**src/rtl/lampfpu_sqrt_arb.sv**
```systemverilog
// ============================================================================
// Module      : lampfpu_sqrt_arb
// Description : Shares one iterative bfloat16 square-root unit between
//               N_REQ requesters. A round-robin arbiter accepts one operand.
//               The operand is decoded into the unit's field/class inputs and
//               held there. A watchdog guards the unit's result valid, and the
//               result is returned with the requester ID on a valid/ready
//               response channel. Exactly one operation is in flight.
// Revision    : 1.0 - initial release
// ----------------------------------------------------------------------------
// Ports
//   clk, rst                  clock, synchronous active-high reset
//   req_valid_i [N_REQ]       per-requester request valid
//   req_op_i   [16*N_REQ]     packed bfloat16 operands, requester k at [16k+:16]
//   req_ready_o [N_REQ]       one-hot accept (IDLE only)
//   rsp_valid_o/rsp_ready_i   response handshake
//   rsp_id_o, rsp_res_o       requester index and {s,e,f} result
//   rsp_err_o                 watchdog expired, result is QNaN
//   busy_o                    an operation is in progress
//   sqrt_do_o                 one-cycle start pulse to the unit
//   sqrt_sign_o/exp_o/mant_o  decoded operand fields (held until next capture)
//   sqrt_is*_o                operand class flags (held until next capture)
//   sqrt_s_i/e_i/f_i/valid_i  unit result and single-cycle valid
// ============================================================================
`default_nettype none

module lampfpu_sqrt_arb #(
    parameter int N_REQ   = 4,
    parameter int ID_W    = 2,
    parameter int TIMEOUT = 64
) (
    input  logic                 clk,
    input  logic                 rst,
    input  logic [N_REQ-1:0]     req_valid_i,
    input  logic [16*N_REQ-1:0]  req_op_i,
    output logic [N_REQ-1:0]     req_ready_o,
    output logic                 rsp_valid_o,
    input  logic                 rsp_ready_i,
    output logic [ID_W-1:0]      rsp_id_o,
    output logic [15:0]          rsp_res_o,
    output logic                 rsp_err_o,
    output logic                 busy_o,
    output logic                 sqrt_do_o,
    output logic                 sqrt_sign_o,
    output logic [7:0]           sqrt_exp_o,
    output logic [7:0]           sqrt_mant_o,
    output logic                 sqrt_isInf_o,
    output logic                 sqrt_isZero_o,
    output logic                 sqrt_isSNAN_o,
    output logic                 sqrt_isQNAN_o,
    input  logic                 sqrt_s_i,
    input  logic [7:0]           sqrt_e_i,
    input  logic [6:0]           sqrt_f_i,
    input  logic                 sqrt_valid_i
);

    localparam int               CNT_W      = $clog2(TIMEOUT);
    // The timeout decision is taken in the WAIT cycle where the counter is
    // about to step to TIMEOUT-1, so the error response appears TIMEOUT
    // cycles after the start pulse.
    localparam logic [CNT_W-1:0] C_CNT_LAST = CNT_W'(TIMEOUT - 2);
    localparam logic [15:0]      C_QNAN     = 16'h7FC0;

    typedef enum logic [1:0] {
        S_IDLE  = 2'd0,
        S_ISSUE = 2'd1,
        S_WAIT  = 2'd2,
        S_RESP  = 2'd3
    } state_t;

    state_t           state_q;
    logic [ID_W-1:0]  rr_q;
    logic [ID_W-1:0]  rr_d;
    logic [CNT_W-1:0] cnt_q;

    logic             rsp_valid_q;
    logic [ID_W-1:0]  rsp_id_q;
    logic [15:0]      rsp_res_q;
    logic             rsp_err_q;
    logic             busy_q;
    logic             do_q;

    logic             sign_q;
    logic [7:0]       exp_q;
    logic [7:0]       mant_q;
    logic             inf_q;
    logic             zero_q;
    logic             snan_q;
    logic             qnan_q;

    // ------------------------------------------------------------------
    // Round-robin pick: first valid requester at or after rr_q, wrapping.
    // ------------------------------------------------------------------
    logic [N_REQ-1:0] gnt_oh;
    logic [ID_W-1:0]  gnt_idx;
    logic             gnt_vld;
    logic [ID_W-1:0]  cand;

    always_comb begin
        gnt_oh  = '0;
        gnt_idx = '0;
        gnt_vld = 1'b0;
        cand    = '0;
        for (int i = 0; i < N_REQ; i++) begin
            cand = ID_W'((int'(rr_q) + i) % N_REQ);
            if (!gnt_vld && req_valid_i[cand]) begin
                gnt_vld = 1'b1;
                gnt_idx = cand;
            end
        end
        if (gnt_vld) begin
            gnt_oh[gnt_idx] = 1'b1;
        end
    end

    assign rr_d = ID_W'((int'(gnt_idx) + 1) % N_REQ);

    // Operand of the granted requester.
    logic [15:0] op_sel;

    always_comb begin
        op_sel = '0;
        for (int j = 0; j < N_REQ; j++) begin
            if (gnt_idx == ID_W'(j)) begin
                op_sel = req_op_i[16*j +: 16];
            end
        end
    end

    // Field/class decode of the selected operand.
    logic [7:0] dec_exp;
    logic [6:0] dec_frac;
    logic       dec_exp_max;
    logic       dec_exp_zero;

    assign dec_exp      = op_sel[14:7];
    assign dec_frac     = op_sel[6:0];
    assign dec_exp_max  = &dec_exp;
    assign dec_exp_zero = ~|dec_exp;

    // ------------------------------------------------------------------
    // Control FSM
    // ------------------------------------------------------------------
    always_ff @(posedge clk) begin
        if (rst) begin
            state_q     <= S_IDLE;
            rr_q        <= '0;
            cnt_q       <= '0;
            rsp_valid_q <= 1'b0;
            rsp_id_q    <= '0;
            rsp_res_q   <= '0;
            rsp_err_q   <= 1'b0;
            busy_q      <= 1'b0;
            do_q        <= 1'b0;
            sign_q      <= 1'b0;
            exp_q       <= '0;
            mant_q      <= '0;
            inf_q       <= 1'b0;
            zero_q      <= 1'b0;
            snan_q      <= 1'b0;
            qnan_q      <= 1'b0;
        end else begin
            case (state_q)
                S_IDLE: begin
                    if (gnt_vld) begin
                        rsp_id_q <= gnt_idx;
                        rr_q     <= rr_d;
                        sign_q   <= op_sel[15];
                        exp_q    <= dec_exp;
                        // Subnormals are flushed to zero, so the mantissa
                        // is cleared too rather than exposing the fraction.
                        mant_q   <= dec_exp_zero ? 8'h00 : {1'b1, dec_frac};
                        zero_q   <= dec_exp_zero;
                        inf_q    <= dec_exp_max && (dec_frac == 7'd0);
                        qnan_q   <= dec_exp_max && dec_frac[6];
                        snan_q   <= dec_exp_max && (dec_frac != 7'd0) && !dec_frac[6];
                        busy_q   <= 1'b1;
                        do_q     <= 1'b1;
                        state_q  <= S_ISSUE;
                    end
                end
                S_ISSUE: begin
                    do_q    <= 1'b0;
                    cnt_q   <= '0;
                    state_q <= S_WAIT;
                end
                S_WAIT: begin
                    cnt_q <= cnt_q + 1'b1;
                    // A result arriving on the timeout cycle still wins.
                    if (sqrt_valid_i) begin
                        rsp_res_q   <= {sqrt_s_i, sqrt_e_i, sqrt_f_i};
                        rsp_err_q   <= 1'b0;
                        rsp_valid_q <= 1'b1;
                        state_q     <= S_RESP;
                    end else if (cnt_q == C_CNT_LAST) begin
                        rsp_res_q   <= C_QNAN;
                        rsp_err_q   <= 1'b1;
                        rsp_valid_q <= 1'b1;
                        state_q     <= S_RESP;
                    end
                end
                S_RESP: begin
                    if (rsp_ready_i) begin
                        rsp_valid_q <= 1'b0;
                        busy_q      <= 1'b0;
                        state_q     <= S_IDLE;
                    end
                end
                default: begin
                    state_q <= S_IDLE;
                end
            endcase
        end
    end

    // Grants are only offered from IDLE and never while reset is applied.
    assign req_ready_o   = (state_q == S_IDLE && !rst) ? gnt_oh : '0;

    assign rsp_valid_o   = rsp_valid_q;
    assign rsp_id_o      = rsp_id_q;
    assign rsp_res_o     = rsp_res_q;
    assign rsp_err_o     = rsp_err_q;
    assign busy_o        = busy_q;
    assign sqrt_do_o     = do_q;
    assign sqrt_sign_o   = sign_q;
    assign sqrt_exp_o    = exp_q;
    assign sqrt_mant_o   = mant_q;
    assign sqrt_isInf_o  = inf_q;
    assign sqrt_isZero_o = zero_q;
    assign sqrt_isSNAN_o = snan_q;
    assign sqrt_isQNAN_o = qnan_q;

endmodule

`default_nettype wire

```
**config.mk**
```make
export PLATFORM = sky130hd
export DESIGN_NAME = lampfpu_sqrt_arb
export DESIGN_NICKNAME = d
export VERILOG_FILES = /design/src/rtl/lampfpu_sqrt_arb.sv
export SDC_FILE = /design/constraint.sdc
export NUM_CORES = 1
export LEC_CHECK = 0
export ABC_CLOCK_PERIOD_IN_PS = 4100
export BUFFER_PORTS_ARGS = -buffer_cell sky130_fd_sc_hd__buf_2
export CAP_MARGIN = 20
export CORE_MARGIN = 10
export CORE_UTILIZATION = 31
export CTS_CLUSTER_DIAMETER = 30
export DETAILED_ROUTE_END_ITERATION = 6
export HOLD_SLACK_MARGIN = 0.1
export PLACE_DENSITY = 0.65
export SETUP_SLACK_MARGIN = 0.4
export SLEW_MARGIN = 10
export SYNTH_ARGS = -nofsm -noshare
export SYNTH_HDL_FRONTEND = slang
export SYNTH_SLANG_ARGS = --single-unit
```
**constraint.sdc**
```tcl
create_clock -name clk -period 4.1 [get_ports clk]
set_input_delay 0.615 -clock clk [delete_from_list [all_inputs] [get_ports clk]]
set_output_delay 0.615 -clock clk [all_outputs]
set_load 0.01 [all_outputs]
```
After elaboration in Yosys (flattened, before gate mapping)
Cells that the tools add are included.
Word-level totals
  bits in writable memories: 0
  register bits after elaboration: 53
  memories: 0
  bits in read-only memories: 0
  logic and storage cells: 110
  latch bits: 0
  output and inout port bits: 47
Cells by class
  $lt $le $gt $ge: 6
  multipliers: 0
  muxes and demuxes: 41
  bitwise gates (word level): 0
  $add $sub $neg: 5
  shifts and indexed selects: 0
  div/mod/pow operators: 0
  reductions and logical operators: 32
  equal/unequal tests: 10
Operators with widths (count)
  $mux 16: 6
  $mux 2: 8
  $lt 2x3->1 const B: 5
  $mux 1: 14
  $pmux 6 s2: 1
  $reduce_bool 2->1: 5
  $logic_and 1x1->1: 9
  $reduce_and 3->1: 3
  $bmux 1 s2: 4
  $eq 2x2->1 const B: 4
  $mux 4: 2
  $mux 8: 1
  $pmux 2 s4: 1
  $reduce_and 8->1: 1
  $reduce_or 8->1: 1
  $logic_not 7->1: 1
  $reduce_bool 7->1: 1
  $add 6x1->6 const B: 1
  $eq 6x6->1 const B: 1
  $logic_not 1->1: 6
  $pmux 1 s2: 3
  $reduce_and 2->1: 3
  $add 2x1->2 const B: 2
  $add 2x2->2 const B: 2
  other kinds (6): 9

Logic depth before layout (Yosys ltp)
Gate-level depths: netlist (run 1).
  depth after elaboration: 20
  mapped depth: 15
  depth with buffers taken out: 12

Least setup slack after synthesis (run 1)
No wires, ideal clock.
  path kind: input-to-reg
  start point: input port req_valid_i[0]
  end point: register inf_q (netlist: sqrt_isInf_o)
  buffers on the path: 1
  required time: 4004 ps
  arrival: 2995 ps
  stages: 12
  setup slack: 1010 ps
  cells stage by stage: nor2b_1 > a21oi_1 > o22ai_1 > a21oi_1 > inv_1 > ha_1 > or2_1 > buf_6 > a221oi_1 > nor2_1 > or4_4 > o41ai_2
Between the ends
  word-level cells in the longest chain between the ends: 19
  elaborated cells between the ends (all ways): 34
  classes of those cells: 3 x eq/ne; 20 x mux; 11 x reduce/logical
RTL lines
  start, declared: RTL line 34  | input logic [N_REQ-1:0] req_valid_i,
  $bmux 1 s2: RTL line 106  | if (!gnt_vld && req_valid_i[cand]) begin
  $mux 1 (not written as such): RTL line 106
  $mux 1: RTL line 106
  $logic_not 1->1: RTL line 106
  $logic_and 1x1->1: RTL line 106
  $mux 1: RTL line 106
  $logic_not 1->1: RTL line 106
  $logic_and 1x1->1: RTL line 106
  (+2 left out)
  $logic_and 1x1->1: RTL line 106
  $mux 2 *: RTL line 106
  via gnt_idx[0]: RTL line 95  | logic [ID_W-1:0] gnt_idx;
  $logic_not 2->1: RTL line 124  | if (gnt_idx == ID_W'(j)) begin
  $mux 16 (3 in series): RTL line 124
  $mux 16 *: RTL line 124
  $reduce_and 8->1 or $logic_not 7->1 (tied branches): RTL line 138, 174
  $logic_and 1x1->1 *: RTL line 174  | inf_q <= dec_exp_max && (dec_frac == 7'd0);
  end signal, assigned: RTL line 174
  end, declared: RTL line 86  | logic inf_q;
The timed path passes the listed nets; every way through them passes the cells marked *. The select of a mux whose other input is x is not followed.
A chain may end at the register's enable or synchronous reset.

Worst setup path in the final report (run 1)
Ends and elaborated chain as after synthesis.

==> results.md, run 1 <==
| Result | This run |
|:---|:---|
| Count of max-cap constraint violations | 0 |
| Final Slew Violations | 0 |
| Number of distinct library cells after synthesis | 43 |
| Logic depth of the worst path, buffers included | 12 |
| Area growth, synth to finish | 32.69% |
| Root buf cell | clkbuf_8 |
| Violation count after the first detailed-routing iteration | 172 |
| Area used by sequential logic in the layout | 1061 µm² |
| IR drop worst, VDD | 0.2951 mV |
| Grt met1 use | 15.66% |
| Peak per-stage delay on the critical path | 510 ps |
| Y dimension of the die | 112.3 µm |
| Grt ovf | 0 |
| Number of nets produced by synthesis | 429 |
| # setup viols final | 0 |
| Element type at the critical path start | primary input |
| Unrepaired setup endpoints after global routing | no |
| Data arrival at the endpoint of the critical path | 3480 ps |
| Total Neg Setup Slack | 0 ps |
| Remaining routing DRC violations | 0 |
| Number of warnings printed during yosys synthesis | 0 |
| Leakage power of the design | 1.641 nW |
| Total global routing track utilization | 13.45% |
| P per Cell Area | 690.3 nW/µm² |
| Via count of the first global-routing pass | 2807 |
| Htree depth | 2 |
| Share of synthesized registers carrying an async set or reset | 0% |
| Starting Density | 31.98% |
| Dpl hpwl | 7.315 mm |
| Antenna diodes | 0 |
| Crit Reg-Reg Endpoint | sqrt_isInf_o$_SDFFE_PP0P_ |
| Max_slew headroom | 55.78% |
| Met3 Resource Use GR | 2.290% |
| Synthesis-stage register bit count | 53 |
| Destination of the critical timing path | sqrt_isInf_o$_SDFFE_PP0P_ |
| Main synth FF type | dfxtp_1 |
| Average wire length per cell after detail routing | 16.13 µm |
| R2R depth | 11 |
| First-pass GRT wire length | 14.21 mm |
| Share of synthesized area occupied by flip-flops and latches | 40.17% |
| Vias | 2823 |
| Number of buffers inserted by hold repair at cts | 0 |
| Layout cell share with drive strength beyond 1 | 33.33% |
| RePlAce Congestion | 0.8711 |
| Number of synthesized flops with an enable pin | 0 |
| Mean post-synth cell area | 8.004 µm² |
| Outcome | complete, no violations |
| Number of buffer and inverter stages on the critical path | 2 |
| Start of the worst register-to-register path | rr_q[0]$_SDFFE_PP0P_ |
| Clock tree from TritonCTS | done |
| Final worst path period share | 79.77% |
| Data required time of the critical path | 4310 ps |
| Most frequent cell on the critical path | a21oi_1 |
| Number of post-CTS setup repair buffers | 0 |
| CTS clk-pin slew, worst paths | 100 ps |
| Overall die width | 112.3 µm |
| Insertion delay to the later sink of the worst-skew pair | 300 ps |
| Multi-input gate area | 1429 µm² |
| Number of clock sinks | 53 |
| Routed Antenna Nets | 0 |
| Worst setup EP type | register |
| Top Family by Delay on Critical Path | simple AND/OR/NAND/NOR gates |
| Tmin final | 3271 ps |
| Busiest metal layer after global routing | met2 |
| Row cnt | 33 |
| Count of input and output buffers | 134 |
| Largest buffer count on any clock path | 2 |
| Final hold violations | 0 |
| FF-to-FF setup slack | 920 ps |
| Number of buffers created by CTS | 5 |
| Ports placed on the boundary | 135 |
| DR vias/cell | 5.032 |
| Max Fanout on Critical Path | 15 |
| Drt total wl | 9.049 mm |
| Count of cells resized by post-cts repair | 0 |
| Maximum number of pins on one net before global-route repair | 44 |
| Die area | 12610 µm² |
| Total power consumption of the routed design | 0.002419 W |
| Post-synthesis instance total | 330 |
| Crit path launch | req_valid_i[0] |
| Core region area | 8258 µm² |
| Number of fillers in the final layout | 886 |
| Netlist area before placement | 2641 µm² |
| Slowest cell on the critical path | or4_4 |
| Post-layout nets | 554 |
| Met2 Usage GRT | 23.95% |
| Slew at the pin closest to its max-slew limit | 660.8 ps |
| Antenna violations before repair | 0 |
| Critical path, cell by cell | buf_2 -> nor2b_1 -> a21oi_1 -> o22ai_1 -> a21oi_1 -> inv_1 -> ha_1 -> or2_1 -> a221oi_1 -> nor2_1 -> or4_4 -> o41ai_2 |
| Class of the tightest hold or removal check | register to register |
| Fmax achieved | 305.8 MHz |
| Post-route clock skew | 5.395 ps |
| 1st-pass router iterations | 4 |
| Type of the worst setup path | primary input to register |
==> cells by family (layout without fill, tap and decap cells) <==
| family | after synthesis | in the layout | synth area share [%] |
|---|---|---|---|
| AO/OA/AOI/OAI | 77 | 77 | 21.03 |
| XOR/XNOR | 4 | 4 | 1.326 |
| buffers and inverters | 32 | 158 | 5.732 |
| multiplexers | 1 | 1 | 0.3790 |
| AND/OR/NAND/NOR | 152 | 152 | 26.15 |
| flip-flops | 53 | 53 | 40.17 |
| adder cells (fa/ha/maj) | 11 | 11 | 5.211 |
==> final cells by class <==
type	count	area share [%]
inverters	11	1.178
clock inverters	3	1.856
clock buffers	5	1.964
flip-flops and latches	53	30.27
well taps	105	3.749
repair buffers	139	20.21
multi-input cells	245	40.77
==> worst register-to-register path, cell delays in order (launching register included) <==
cell and delay, ps:
dfxtp_1 390, nor2b_1 80, a21oi_1 110, o22ai_1 90, a21oi_1 310, inv_1 110
ha_1 280, or2_1 440, a221oi_1 290, nor2_1 150, or4_4 510, o41ai_2 320
==> flip-flops by register name, summed over array words and instances (netlist names) <==
signal and cells:
busy_o 1, cnt_q 6, rr_q 2, rsp_err_o 1, rsp_id_o 2, rsp_res_o 16, rsp_valid_o 1, sqrt_do_o 1
sqrt_exp_o 8, sqrt_isInf_o 1, sqrt_isQNAN_o 1, sqrt_isSNAN_o 1, sqrt_isZero_o 1, sqrt_mant_o 8, sqrt_sign_o 1, state_q 2
==> synthesized netlist by cell type (2+ instances only) <==
cell type   n  area share [%]
a221o_1     6             2.3
clkbuf_1   13             1.8
and2_1      6             1.4
a211oi_1    3            0.85
dfxtp_1    53              40
nand3b_1    4             1.1
and3_1      2            0.47
a22oi_1     8             2.3
ha_1       11             5.2
buf_4       2            0.57
nand2b_1    6             1.4
a21oi_1    26             4.9
nor2b_1     4            0.95
buf_1       2            0.28
o22ai_1    11             2.6
nand3_1     3            0.57
o221ai_1    4             1.3
buf_6       3             1.3
xor2_1      4             1.3
nor2_1     66             9.4
a221oi_1    9             3.0
nand4_1     5             1.2
nor3_1     14             2.7
inv_1      10             1.4
nand2_1    36             5.1
nor4_1      2            0.47
==> report_power, final <==
group	switching [W]	internal [W]	total [W]
Combinational	0.000769	0.000494	0.00126
Clock	0.000172	0.000243	0.000415
Sequential	0.0000812	0.000661	0.000742
Total	0.00102	0.00140	0.00242
==> how the worst min path moves through the flow <==
stage          cells past startpoint                           to  slack, ps                        start
2_1_floorplan                      2        cnt_q[4]$_SDFFE_PP0P_        470        cnt_q[4]$_SDFFE_PP0P_
4_1_cts                            2   sqrt_exp_o[4]$_SDFFE_PP0P_        460   sqrt_exp_o[4]$_SDFFE_PP0P_
5_1_grt                            2  sqrt_mant_o[3]$_SDFFE_PP0P_        490  sqrt_mant_o[3]$_SDFFE_PP0P_
3_3_place_gp                       2  sqrt_mant_o[2]$_SDFFE_PP0P_        440  sqrt_mant_o[2]$_SDFFE_PP0P_
6_report                           2   sqrt_exp_o[4]$_SDFFE_PP0P_        460   sqrt_exp_o[4]$_SDFFE_PP0P_
3_5_place_dp                       2   sqrt_exp_o[4]$_SDFFE_PP0P_        440   sqrt_exp_o[4]$_SDFFE_PP0P_
==> per-stage QoR <==
| stage | utilization, % | area, µm² | instances | setup WS, ps | hold WS (ps) |
|---|---|---|---|---|---|
| finish | 42.44 | 3505 | 561 | 829.4 | 456.2 |
| global route | 42.44 | 3505 | 561 | 549.7 | 485.2 |
| CTS | 42.35 | 3497 | 560 | 812.4 | 457.9 |
| detailed placement | 40.73 | 3363 | 552 | 489.5 | 444.2 |
| global placement | 40.73 | 3363 | 552 | 593.1 | 440.7 |
| floorplan | - | 2641 | 330 | 1010 | 471.1 |
==> routing by layer <==
| layer | vias to the layer above | routed length (µm) | share of wire [%] |
|---|---|---|---|
| met5 | - | 0 | 0 |
| met4 | 0 | 210 | 2.3 |
| met3 | 18 | 354 | 3.9 |
| met2 | 70 | 4701 | 52 |
| met1 | 1324 | 3782 | 42 |
| li1 | 1411 | - | - |
==> cell usage in the layout (no fill, tap or decap), drive strengths merged, types with 3 or more instances in the layout <==
cell    synthesis  final
nor3           14     14
and2            6      6
xor2            4      4
a221o           6      6
dfxtp          53     53
buf             8    139
a221oi         10     10
nor2b           4      4
nand4           5      5
nand3b          4      4
nand2          36     36
a21oi          26     26
clkbuf         13      5
nand2b          6      6
o221ai          5      5
a211oi          3      3
nand3           3      3
inv            10     10
a22oi           8      8
nor2           66     66
ha             11     11
o22ai          11     11
Power figures use the tool's default switching activity.
==> run 2, diff against run 1 <==
Settings changed: ABC_AREA set to 1, ABC_CLOCK_PERIOD_IN_PS 4100 to 2700.
Clock period 4.1 ns to 2.7 ns, I/O delays scaled along.
==> run 2 against run 1 <==
Net effect:
- the run now ends with setup timing left
- non-clock buffer count grew 40
- worst setup slack worse by 930 ps
- utilization increased by 5.8 points
- routed wire length is 24% higher
- die area increased by 15%
- critical path type is now register to register
- worst hold slack lost 110 ps
- critical path depth is 6 higher
- count of clock-buffer cells in the layout unchanged
- sequential cell count unchanged
- synthesized cell count up 50%
- global-route usage increased by 1.5 points
- highest routed layer unchanged
- register-to-register slack worse by 1000 ps
==> results.md, run 2 <==
| Result | This run |
|:---|:---|
| Outcome | finished, violations left |
| Failing checks | setup timing |
| Data arrival at the endpoint of the critical path | 3000 ps |
| Most used standard cell by instance count after synthesis | nand2_1 |
| Data required time of the critical path | 2900 ps |
| Total Neg Setup Slack | -961.0 ps |
| Max_slew headroom | 51.47% |
| Number of fillers in the final layout | 1024 |
| Synthesis-stage register bit count | 53 |
| Class of the tightest hold or removal check | primary input to register |
| DR vias/cell | 4.739 |
| Violation count after the first detailed-routing iteration | 273 |
| Tmin final | 2799 ps |
| Average wire length per cell after detail routing | 14.18 µm |
| Max Fanout on Critical Path | 8 |
| Row cnt | 36 |
| Number of nets produced by synthesis | 593 |
| Number of buffers created by CTS | 5 |
| Worst-case setup margin in the final layout | -99.38 ps |
| Core region area | 9774 µm² |
| Mean post-synth cell area | 6.312 µm² |
| Count of input and output buffers | 134 |
| Antenna violations before repair | 0 |
| Commonest non-fill, non-tap cells in the layout | buf_2 (135), nand2_1 (124), nor2_1 (78) |
| Final hold violations | 0 |
| Overall die width | 120.3 µm |
| Fmax achieved | 357.2 MHz |
| Post-layout nets | 759 |
| Number of clock sinks | 53 |
| Drt total wl | 11.26 mm |
| Max reg flops | 16 |
| Maximum number of pins on one net before global-route repair | 28 |
| Y dimension of the die | 120.3 µm |
| Unrepaired setup endpoints after global routing | yes |
| Number of synthesized flops with an enable pin | 0 |
| Hold WS | 346.1 ps |
| Number of warnings printed during yosys synthesis | 0 |
| Grt ovf | 0 |
| RePlAce Congestion | 0.8923 |
| Number of buffers inserted by hold repair at cts | 0 |
| Layout cell share with drive strength beyond 1 | 42.21% |
| # setup viols final | 15 |
| Largest buffer count on any clock path | 2 |
| Root buf cell | clkbuf_8 |
| Remaining routing DRC violations | 0 |
| Final worst path period share | 103.7% |
| Most common library cell in the layout ignoring fill and taps | buf_2 |
| Antenna diodes | 0 |
| Yosys top cell area share | 34.03% |
| Worst setup EP type | register |
| Element type at the critical path start | register |
| Area growth, synth to finish | 51.16% |
| Count of max-cap constraint violations | 0 |
| Starting Density | 31.90% |
| Routed Antenna Nets | 0 |
| Synth top cells by count | nand2_1 (145), nor2_1 (94), dfxtp_1 (53), inv_1 (46), a21oi_1 (38) |
| Vias | 3763 |
| Post-synthesis instance total | 494 |
| Ports placed on the boundary | 135 |
| Yosys top cell by area | dfxtp_1 |
| Main synth FF type | dfxtp_1 |
| 1st-pass router iterations | 4 |
| Die area | 14470 µm² |
| Post-route clock skew | 15.50 ps |
| Total global routing track utilization | 14.94% |
| Top cells by area, synth | dfxtp_1 (34%), nand2_1 (17%), nor2_1 (11%) |
| CTS clk-pin slew, worst paths | 110 ps |
| Via count of the first global-routing pass | 3867 |
| Type of the worst setup path | register to register |
| Htree depth | 2 |
| Final Slew Violations | 0 |
| Insertion delay to the later sink of the worst-skew pair | 310 ps |
| Share of synthesized registers carrying an async set or reset | 0% |
| Dpl hpwl | 8.599 mm |
| Slew at the pin closest to its max-slew limit | 727.1 ps |
| Netlist area before placement | 3118 µm² |
| Share of synthesized area occupied by flip-flops and latches | 34.03% |
| Clock tree from TritonCTS | done |
| Number of distinct library cells after synthesis | 35 |
| First-pass GRT wire length | 18.41 mm |
==> run 2: worst max-delay path, cell delays in order (launching register included) <==
cell       delay (ps)
dfxtp_2           350
buf_6             140
xor2_4            160
buf_4             150
o21ai_4           180
nand3b_1          150
nand3_2            70
nand2_2           140
inv_4              70
ha_4              200
bufbuf_16         270
a21oi_1           110
nand2_1            80
a21boi_2          160
nand2_1           100
nor2_2            150
nand2_1            60
nand3_1            90
a21oi_2            50
==> run 2: worst paths after layout <==
kind                             start                          to  slack (ps)  cells after the start
max reg2reg       rr_q[0]$_SDFFE_PP0P_  sqrt_isSNAN_o$_SDFFE_PP0P_        -100                     18
min                        sqrt_f_i[0]   rsp_res_o[0]$_SDFFE_PP0P_         350                      3
max               rr_q[0]$_SDFFE_PP0P_  sqrt_isSNAN_o$_SDFFE_PP0P_        -100                     18
min reg2reg  rsp_res_o[2]$_SDFFE_PP0P_   rsp_res_o[2]$_SDFFE_PP0P_         470                      2
==> run 2: metrics by stage <==
stage	setup slack, ps	instances	area [µm²]	utilization [%]
after floorplan	186.9	494	3183	-
after global placement	-105.2	774	4174	42.70
after detailed placement	-217.5	774	4174	42.70
after CTS	3.667	793	4598	47.04
after global routing	-279.3	794	4713	48.22
final	-99.38	794	4713	48.22
==> run 2: what timing repair did <==
action / 4_1_cts / 5_1_grt
setup endpoints to repair: 25 / 33
gates cloned: 2 / 0
resized for setup: 66 / 33
buffers inserted: 9 / 1
pin swaps: 18 / 11
==> run 2: logic make-up after synthesis <==
logic type	Yosys count	synth area share (%)
flip-flops	53	34.03
XOR/XNOR	4	1.365
adder cells (fa/ha/maj)	11	4.414
buffers and inverters	68	9.550
AND/OR/NAND/NOR	285	37.56
AO/OA/AOI/OAI	73	13.08
==> run 2: routing by layer <==
metal | routed length [µm] | GRT usage, %
met4 | 142 | 3.318
met1 | 4844 | 17.36
met3 | 1235 | 6.096
met5 | 0 | 0
met2 | 5035 | 25.24
==> run 2: cell type report <==
type                       instances  area (µm²)  area share [%]
clock buffer                       5       68.82           1.460
clock inverter                     3       43.79          0.9291
timing repair buffer             179        1122           23.81
tap                              133       166.4           3.531
inverter                          48       193.9           4.115
sequential                        53        1066           22.62
multi-input combinational        373        2052           43.54
Power of run 2 is left out: the tool's default activity adds up to more than one toggle a clock period on the data nets, which glitch-free logic cannot reach.
